File: config.mk
export PLATFORM = sky130hd
export DESIGN_NAME = shift_job_scheduler
export DESIGN_NICKNAME = d
export VERILOG_FILES = /design/src/rtl/shift_sched_pkg.sv /design/src/rtl/rr_arbiter2.sv /design/src/rtl/shift_job_scheduler.sv
export SDC_FILE = /design/constraint.sdc
export NUM_CORES = 1
export LEC_CHECK = 0
export ABC_AREA = 0
export BUFFER_PORTS_ARGS = -buffer_cell sky130_fd_sc_hd__buf_2
export CORE_MARGIN = 2
export CORE_UTILIZATION = 35
export DETAILED_ROUTE_END_ITERATION = 16
export PLACE_DENSITY = 0.6
export SYNTH_ARGS = -nofsm -noshare
export SYNTH_HDL_FRONTEND = slang
export SYNTH_SLANG_ARGS = --single-unit
File: constraint.sdc
create_clock -name clk -period 2.8 [get_ports clk]
set_input_delay 0.14 -clock clk [delete_from_list [all_inputs] [get_ports clk]]
set_output_delay 0.14 -clock clk [all_outputs]
set_load 0.02 [all_outputs]
File: src/rtl/shift_sched_pkg.sv
// rtl/shift_sched_pkg.sv - shared state and compare-code encodings for the shift job scheduler
package shift_sched_pkg;

  typedef enum logic [1:0] {
    ST_IDLE  = 2'd0,
    ST_ISSUE = 2'd1,
    ST_WAIT  = 2'd2,
    ST_RESP  = 2'd3
  } sched_state_t;

  localparam logic [1:0] CMP_LT = 2'b01;
  localparam logic [1:0] CMP_GT = 2'b10;
  localparam logic [1:0] CMP_EQ = 2'b11;

endpackage

File: src/rtl/rr_arbiter2.sv
// rtl/rr_arbiter2.sv - two-input round-robin arbiter; pointer moves to the loser on handshake
module rr_arbiter2 (
  input  logic       clk,
  input  logic       rst,
  input  logic [1:0] req,
  input  logic       update,
  output logic [1:0] grant,
  output logic       grant_id
);

  logic ptr;

  always_comb begin
    grant_id = 1'b0;
    grant    = 2'b00;
    if (req == 2'b11) begin
      grant_id = ptr;
    end else begin
      grant_id = req[1];
    end
    if (req != 2'b00) begin
      grant = grant_id ? 2'b10 : 2'b01;
    end
  end

  always_ff @(posedge clk or posedge rst) begin
    if (rst) begin
      ptr <= 1'b0;
    end else if (update) begin
      ptr <= ~grant_id;
    end
  end

endmodule

File: src/rtl/shift_job_scheduler.sv
// rtl/shift_job_scheduler.sv - shares one shift datapath between two requesters and checks its result
module shift_job_scheduler
  import shift_sched_pkg::*;
#(
  parameter int W          = 4,
  parameter int DP_LATENCY = 1,
  parameter int CNT_W      = 8
) (
  input  logic             clk,
  input  logic             reset,
  input  logic [1:0]       req_valid,
  output logic [1:0]       req_ready,
  input  logic [W-1:0]     req_a0,
  input  logic [W-1:0]     req_b0,
  input  logic [W-1:0]     req_a1,
  input  logic [W-1:0]     req_b1,
  output logic             rsp_valid,
  input  logic             rsp_ready,
  output logic             rsp_id,
  output logic [W-1:0]     rsp_c,
  output logic [1:0]       rsp_cmp,
  output logic             rsp_err,
  output logic             dp_start,
  output logic [W-1:0]     dp_a,
  output logic [W-1:0]     dp_b,
  input  logic [W-1:0]     dp_c,
  output logic             busy,
  output logic [CNT_W-1:0] op_cnt0,
  output logic [CNT_W-1:0] op_cnt1
);

  localparam int CW = $clog2(DP_LATENCY + 1);

  sched_state_t  state, state_nxt;
  logic [W-1:0]  a_q, b_q;
  logic          id_q;
  logic [CW-1:0] wait_cnt;
  logic [1:0]    grant;
  logic          grant_id;
  logic          idle;
  logic          accept;
  logic          wait_done;
  logic          rsp_fire;
  logic [W-1:0]  exp_c;
  logic [1:0]    cmp_c;

  // Requests are masked outside IDLE (and while reset is held) so nothing is granted mid-job.
  assign idle = (state == ST_IDLE) && !reset;

  rr_arbiter2 u_arb (
    .clk      (clk),
    .rst      (reset),
    .req      (req_valid & {2{idle}}),
    .update   (accept),
    .grant    (grant),
    .grant_id (grant_id)
  );

  assign req_ready = grant;
  assign accept    = |grant;
  assign wait_done = (state == ST_WAIT) && (wait_cnt == CW'(1));
  assign rsp_fire  = (state == ST_RESP) && rsp_ready;

  assign dp_start  = (state == ST_ISSUE);
  assign dp_a      = a_q;
  assign dp_b      = b_q;
  assign busy      = (state != ST_IDLE);
  assign rsp_valid = (state == ST_RESP);
  assign rsp_id    = id_q;

  always_comb begin
    cmp_c = CMP_EQ;
    exp_c = a_q;
    if (a_q < b_q) begin
      cmp_c = CMP_LT;
      exp_c = a_q << 1;
    end else if (a_q > b_q) begin
      cmp_c = CMP_GT;
      exp_c = b_q >> 1;
    end
  end

  always_comb begin
    state_nxt = state;
    case (state)
      ST_IDLE:  if (accept)    state_nxt = ST_ISSUE;
      ST_ISSUE:                state_nxt = ST_WAIT;
      ST_WAIT:  if (wait_done) state_nxt = ST_RESP;
      ST_RESP:  if (rsp_fire)  state_nxt = ST_IDLE;
      default:                 state_nxt = ST_IDLE;
    endcase
  end

  always_ff @(posedge clk or posedge reset) begin
    if (reset) begin
      state    <= ST_IDLE;
      a_q      <= '0;
      b_q      <= '0;
      id_q     <= 1'b0;
      wait_cnt <= '0;
      rsp_c    <= '0;
      rsp_cmp  <= '0;
      rsp_err  <= 1'b0;
      op_cnt0  <= '0;
      op_cnt1  <= '0;
    end else begin
      state <= state_nxt;
      if (accept) begin
        a_q  <= grant_id ? req_a1 : req_a0;
        b_q  <= grant_id ? req_b1 : req_b0;
        id_q <= grant_id;
      end
      if (state == ST_ISSUE) begin
        wait_cnt <= CW'(DP_LATENCY);
      end else if (state == ST_WAIT) begin
        wait_cnt <= wait_cnt - CW'(1);
      end
      // Result and its classification are frozen here and held through RESP.
      if (wait_done) begin
        rsp_c   <= dp_c;
        rsp_cmp <= cmp_c;
        rsp_err <= (dp_c != exp_c);
      end
      if (rsp_fire) begin
        if (id_q) op_cnt1 <= op_cnt1 + CNT_W'(1);
        else      op_cnt0 <= op_cnt0 + CNT_W'(1);
      end
    end
  end

endmodule

Word-level counts from Yosys, hierarchy flattened
Cells that the tools add are included.
{"block": "totals", "n_memories": 0, "reg_bits": 36, "romBits": 0, "out_inout_bits": 37, "ram_bits": 0, "word_cells": 54, "latch_bits": 0, "input_bits": 25}
{"block": "op_classes", "order_cmp": 2, "n_reduce_logical": 12, "eq_ne": 8, "mux": 15, "add_sub_neg": 3, "bitwise": 3, "div": 0, "shifts": 0, "n_mul": 0}
{"cell": "$add 8x1->8 const B", "n": 2}
{"cell": "$mux 4", "n": 4}
{"cell": "$mux 2", "n": 6}
{"cell": "$pmux 2 s4", "n": 1}
{"cell": "$eq 2x2->1 const B", "n": 3}
{"cell": "$reduce_bool 2->1", "n": 3}
{"cell": "$gt 4x4->1", "n": 1}
{"cell": "$lt 4x4->1", "n": 1}
{"cell": "$mux 1", "n": 4}
{"cell": "$ne 2x2->1 const B", "n": 2}
{"cell": "$ne 4x4->1", "n": 1}
{"cell": "$reduce_and 2->1", "n": 2}
{"cell": "$logic_and 1x1->1", "n": 3}
{"cell": "$reduce_and 3->1", "n": 1}
{"cell": "$and 2x2->2", "n": 1}
{"cell": "$eq 2x1->1 const B", "n": 1}
{"cell": "$logic_not 2->1", "n": 1}
{"cell": "$ne 2x1->1 const B", "n": 1}
{"cell": "$not 1->1", "n": 2}
{"cell": "$reduce_or 2->1", "n": 1}
{"cell": "$logic_not 1->1", "n": 1}
{"cell": "$sub 1x1->1 const B", "n": 1}

Depth between registers and ports, before layout
{"block": "logic_depth", "ltp_word": 10, "depth_mapped": 8, "ltp_nobuf": 8}

Cells and area by module
From an unflattened synthesis, not the netlist that was laid out.
{"block": "hier_totals", "hier_cells": 170, "hier_area_um2": 1888.1}
{"mod": "shift_job_scheduler", "n_inst": 1, "seq_area_each_um2": 875.8, "area_each_um2": 1800.5, "cells_per_inst": 162}
{"mod": "rr_arbiter2", "n_inst": 1, "seq_area_each_um2": 25.0, "area_each_um2": 87.6, "cells_per_inst": 8}

Least setup slack after synthesis
OpenSTA, ideal clock, no wires.
{"block": "synth_timing", "kind": "flip-flop to flip-flop", "from": "register b_q[1], in the netlist dp_b[1]", "to": "register rsp_err", "period_less_slack_ps": 2344, "n_path_buf": 0, "path_stages_with_launch": 9, "setup_ps": 126, "required_time_ps": 2674, "path_slack_ps": 456, "t_arrival_ps": 2218, "cell_sequence": "dfrtp_1 > inv_1 > ha_1 > nor2b_2 > o211ai_2 > a21oi_1 > xor2_1 > or4b_1 > o32a_1"}
{"block": "synth_between", "elab_chain_cells": 4, "elab_cells_between_ends": 5, "classes_between": "2 x order compare; 1 x eq/ne; 2 x mux"}
{"element": "start: declaration", "line": "shift_job_scheduler.sv:35", "source": "logic [W-1:0] a_q, b_q;"}
{"element": "start signal: assignment", "line": "shift_job_scheduler.sv:110", "source": "b_q <= grant_id ? req_b1 : req_b0;"}
{"element": "$gt 4x4->1", "line": "shift_job_scheduler.sv:77", "source": "end else if (a_q > b_q) begin"}
{"element": "$mux 4", "line": "shift_job_scheduler.sv:77"}
{"element": "$mux 4 *", "line": "shift_job_scheduler.sv:74", "source": "if (a_q < b_q) begin"}
{"element": "$ne 4x4->1 *", "line": "shift_job_scheduler.sv:122", "source": "rsp_err <= (dp_c != exp_c);"}
{"element": "end signal: assignment", "line": "shift_job_scheduler.sv:122"}
{"element": "end: declaration", "line": "shift_job_scheduler.sv:22", "source": "output logic rsp_err,"}
Mark *: on every way between the ends. The rest lies on a longest branch, timed or not.
A chain may end at the register's enable or synchronous reset.

Worst setup path after layout
{"block": "layout_timing", "from": "register b_q[3], in the netlist dp_b[3]", "to": "register rsp_err"}
The elaborated chain is that of the path after synthesis.

==> results.ini <==
[status]
status=finished, final reports clean

[worst_setup_path]
r2r-start=dp_b[3]$_DFFE_PP0P_
path_cells=inv_1 -> ha_1 -> a21oi_1 -> a21oi_1 -> xor2_1 -> or4b_1 -> o32a_1
worst-setup-path-type=reg2reg
cpLargestDelayFamily=compound AO/OA/AOI/OAI gates
critical_path.max_stage_delay_ns=0.50
crit_buf_inv=1
cp.required_ns=2.97
cp.arrival_ns=2.55
r2r_slack_ns=0.43
path_depth=7
crit_top_cell=a21oi_1
cpMaxStageDelayCell=or4b_1
crit_path_max_fanout=5
crit_path_start=dp_b[3]$_DFFE_PP0P_
crit_end=rsp_err$_DFFE_PP0P_
regToRegEndpoint=rsp_err$_DFFE_PP0P_
startpoint_type=flip-flop
rr_worst_depth=7
end_kind=flip-flop

[clocking]
clkSinkCount=36
cts_resized=0
cts_setup_buffers=0
clock-root-buffer=clkbuf_8
cts_tree=done
cts_buffer_depth=2
path_clk_slew_ns=0.07
cts_max_level=2
clock_latency_ns=0.28
ctsHoldBuffers=1
cts_buffers=5

[sta]
fin_crit_ns=2.37
report.final.setup_viol=0
rsz0062_at_grt=false
slew_violations=0
relSlewSlack_pct=52.9
setup_ws_ns=0.427
finalHoldViolCount=0
finalClockSkew_ns=0.00189
period_share_pct=84.8
setup_tns_ns=0
fmax_mhz=421
hold_ws_ns=0.0618
tightest_slew_ns=0.706

[final_layout]
mostFrequentLayoutCell=buf_2
multi_input_area_um2=805
regArea_um2=901
n_antenna_cell=0
layout-drive-gt1-share_pct=37.3
areaGrowthSynthToFinish_pct=29.2
stdcell_count=298
final_area_um2=2320
nets=263
fill_cells=512
layout_common_cells=buf_2, dfrtp_1, inv_1
final_util_pct=46.3

[placed_design]
io_buffers=61
place_congestion=0.739
hpwl_mm=2.88
postPlaceCellArea_um2=2200
dp.cells=289
place_ws_ns=0.440

[global_routing]
gr-total-overflow=0
antenna_found_initial=0
grt_pass1_wl_mm=5.94
grt_pass1_vias=1298
grt_start_max_net_pins=37
track_usage_pct=13.8

[yosys]
avgSynthCellArea_um2=11.3
synthTopCellsByArea=dfrtp_1, ha_1, mux2_2, a222oi_1, xnor2_1
synthFlopType=dfrtp_1
synthCells=158
syn_nets=194
ys_warn_count=0
synth_edf_count=0
synth_cell_type_count=32
synth_seq_cells=36
async_flop_share_pct=100
synth_top_area_share_pct=50.2
synth_top_area_cell=dfrtp_1
synth_area_um2=1790
ys_seq_area_share_pct=50.2

[floorplanning]
die_h_um=75.6
ios=62
start_util_pct=35.8
rows=26
die_w_um=75.6
design.core.area_um2=5010
dieArea_um2=5710

[drt]
final_antenna_net_count=0
drc_errors=0
route.detailed.wl_per_inst_um=12.5
drt_iter0_drc=63
viasPerCell=4.67
drt_pass1_iterations=4
drt-total-wl_mm=3.74
vias=1391

[flow_run]
max_cap_viol_count=0

[power_and_ir_drop]
peakVddDrop_mv=0.435
total_power_mw=2.67
pwr-share-comb_pct=49.8
seqPwrFrac_pct=33.2
switching_share_pct=41.6
power_frac_clock_pct=17.0
power.density_nw_per_um2=1150
leakage_nw=1.25
intPower_mw=1.56
power_switching_mw=1.11

[hold_path]
holdCritPathClass=in2reg
whs_path_depth=3

[area by class of cell]
type | count | share of cell area (%)
clock inverters | 3 | 1.84
repair buffers | 65 | 14.6
clock buffers | 5 | 2.97
inverters | 20 | 3.24
well taps | 70 | 3.78
flip-flops and latches | 36 | 38.9
multi-input cells | 99 | 34.7
[power groups by stage]
stage	Combinational [mW]	Sequential [mW]	Clock (mW)
floorplan	0.809	1.07	0
global placement	1.34	0.891	0
detailed placement	1.34	0.897	0
CTS	1.35	0.888	0.474
global route	1.47	0.923	0.487
finish	1.33	0.884	0.454
[cell families (layout without fill, tap and decap cells)]
kind of cell / after synthesis / count (layout) / synth area share, %
buf+inv: 23 / 93 / 4.88
compound gates: 23 / 23 / 10.4
mux: 12 / 12 / 7.54
fa+ha+maj: 11 / 11 / 7.68
simple gates: 36 / 36 / 11.0
flops: 36 / 36 / 50.2
xor+xnor: 17 / 17 / 8.30
[tightest hold or removal path, stage by stage]
cell      delay, ns
buf_2          0.07
a222oi_1       0.05
inv_1          0.05
[cell usage after synthesis, types with 2 or more instances]
| cell type | count |
|---|---|
| a31oi_1 | 2 |
| xor2_1 | 8 |
| nor2_1 | 10 |
| a222oi_1 | 8 |
| inv_1 | 20 |
| o32a_1 | 2 |
| nand2_1 | 8 |
| nor3_1 | 2 |
| ha_1 | 11 |
| mux2i_1 | 3 |
| o21ai_0 | 3 |
| a21o_1 | 2 |
| xnor2_1 | 9 |
| and3_1 | 2 |
| nand3_1 | 6 |
| clkbuf_1 | 2 |
| a21oi_1 | 3 |
| dfrtp_1 | 36 |
| mux2_2 | 8 |
[sequential cells by signal, indices dropped and copies added (netlist names)]
| register | flops |
|---|---|
| op_cnt0 | 8 |
| op_cnt1 | 8 |
| dp_a | 4 |
| dp_b | 4 |
| rsp_c | 4 |
| rsp_cmp | 2 |
| state | 2 |
| rsp_err | 1 |
| rsp_id | 1 |
| u_arb.ptr | 1 |
| wait_cnt | 1 |
[layer usage]
metal | part of all wire [%] | routed length (um) | GRT usage [%]
met1 | 47 | 1770 | 18.5
met2 | 45 | 1680 | 21.4
met3 | 7.1 | 264 | 4.37
met4 | 0.62 | 23 | 4.68
met5 | 0 | 0 | 0
[how the worst min path moves through the flow]
stage | from | end | slack (ns)
4_1_cts | req_b0[1] | dp_b[1]$_DFFE_PP0P_ | 0.05
6_report | req_b0[0] | dp_b[0]$_DFFE_PP0P_ | 0.06
2_1_floorplan | req_b0[0] | dp_b[0]$_DFFE_PP0P_ | 0.26
5_1_grt | req_b0[0] | dp_b[0]$_DFFE_PP0P_ | 0.07
3_5_place_dp | reset | state[0]$_DFFE_PP0P_ | 0.32
3_3_place_gp | reset | state[0]$_DFFE_PP0P_ | 0.32
Power figures use the tool's default switching activity.
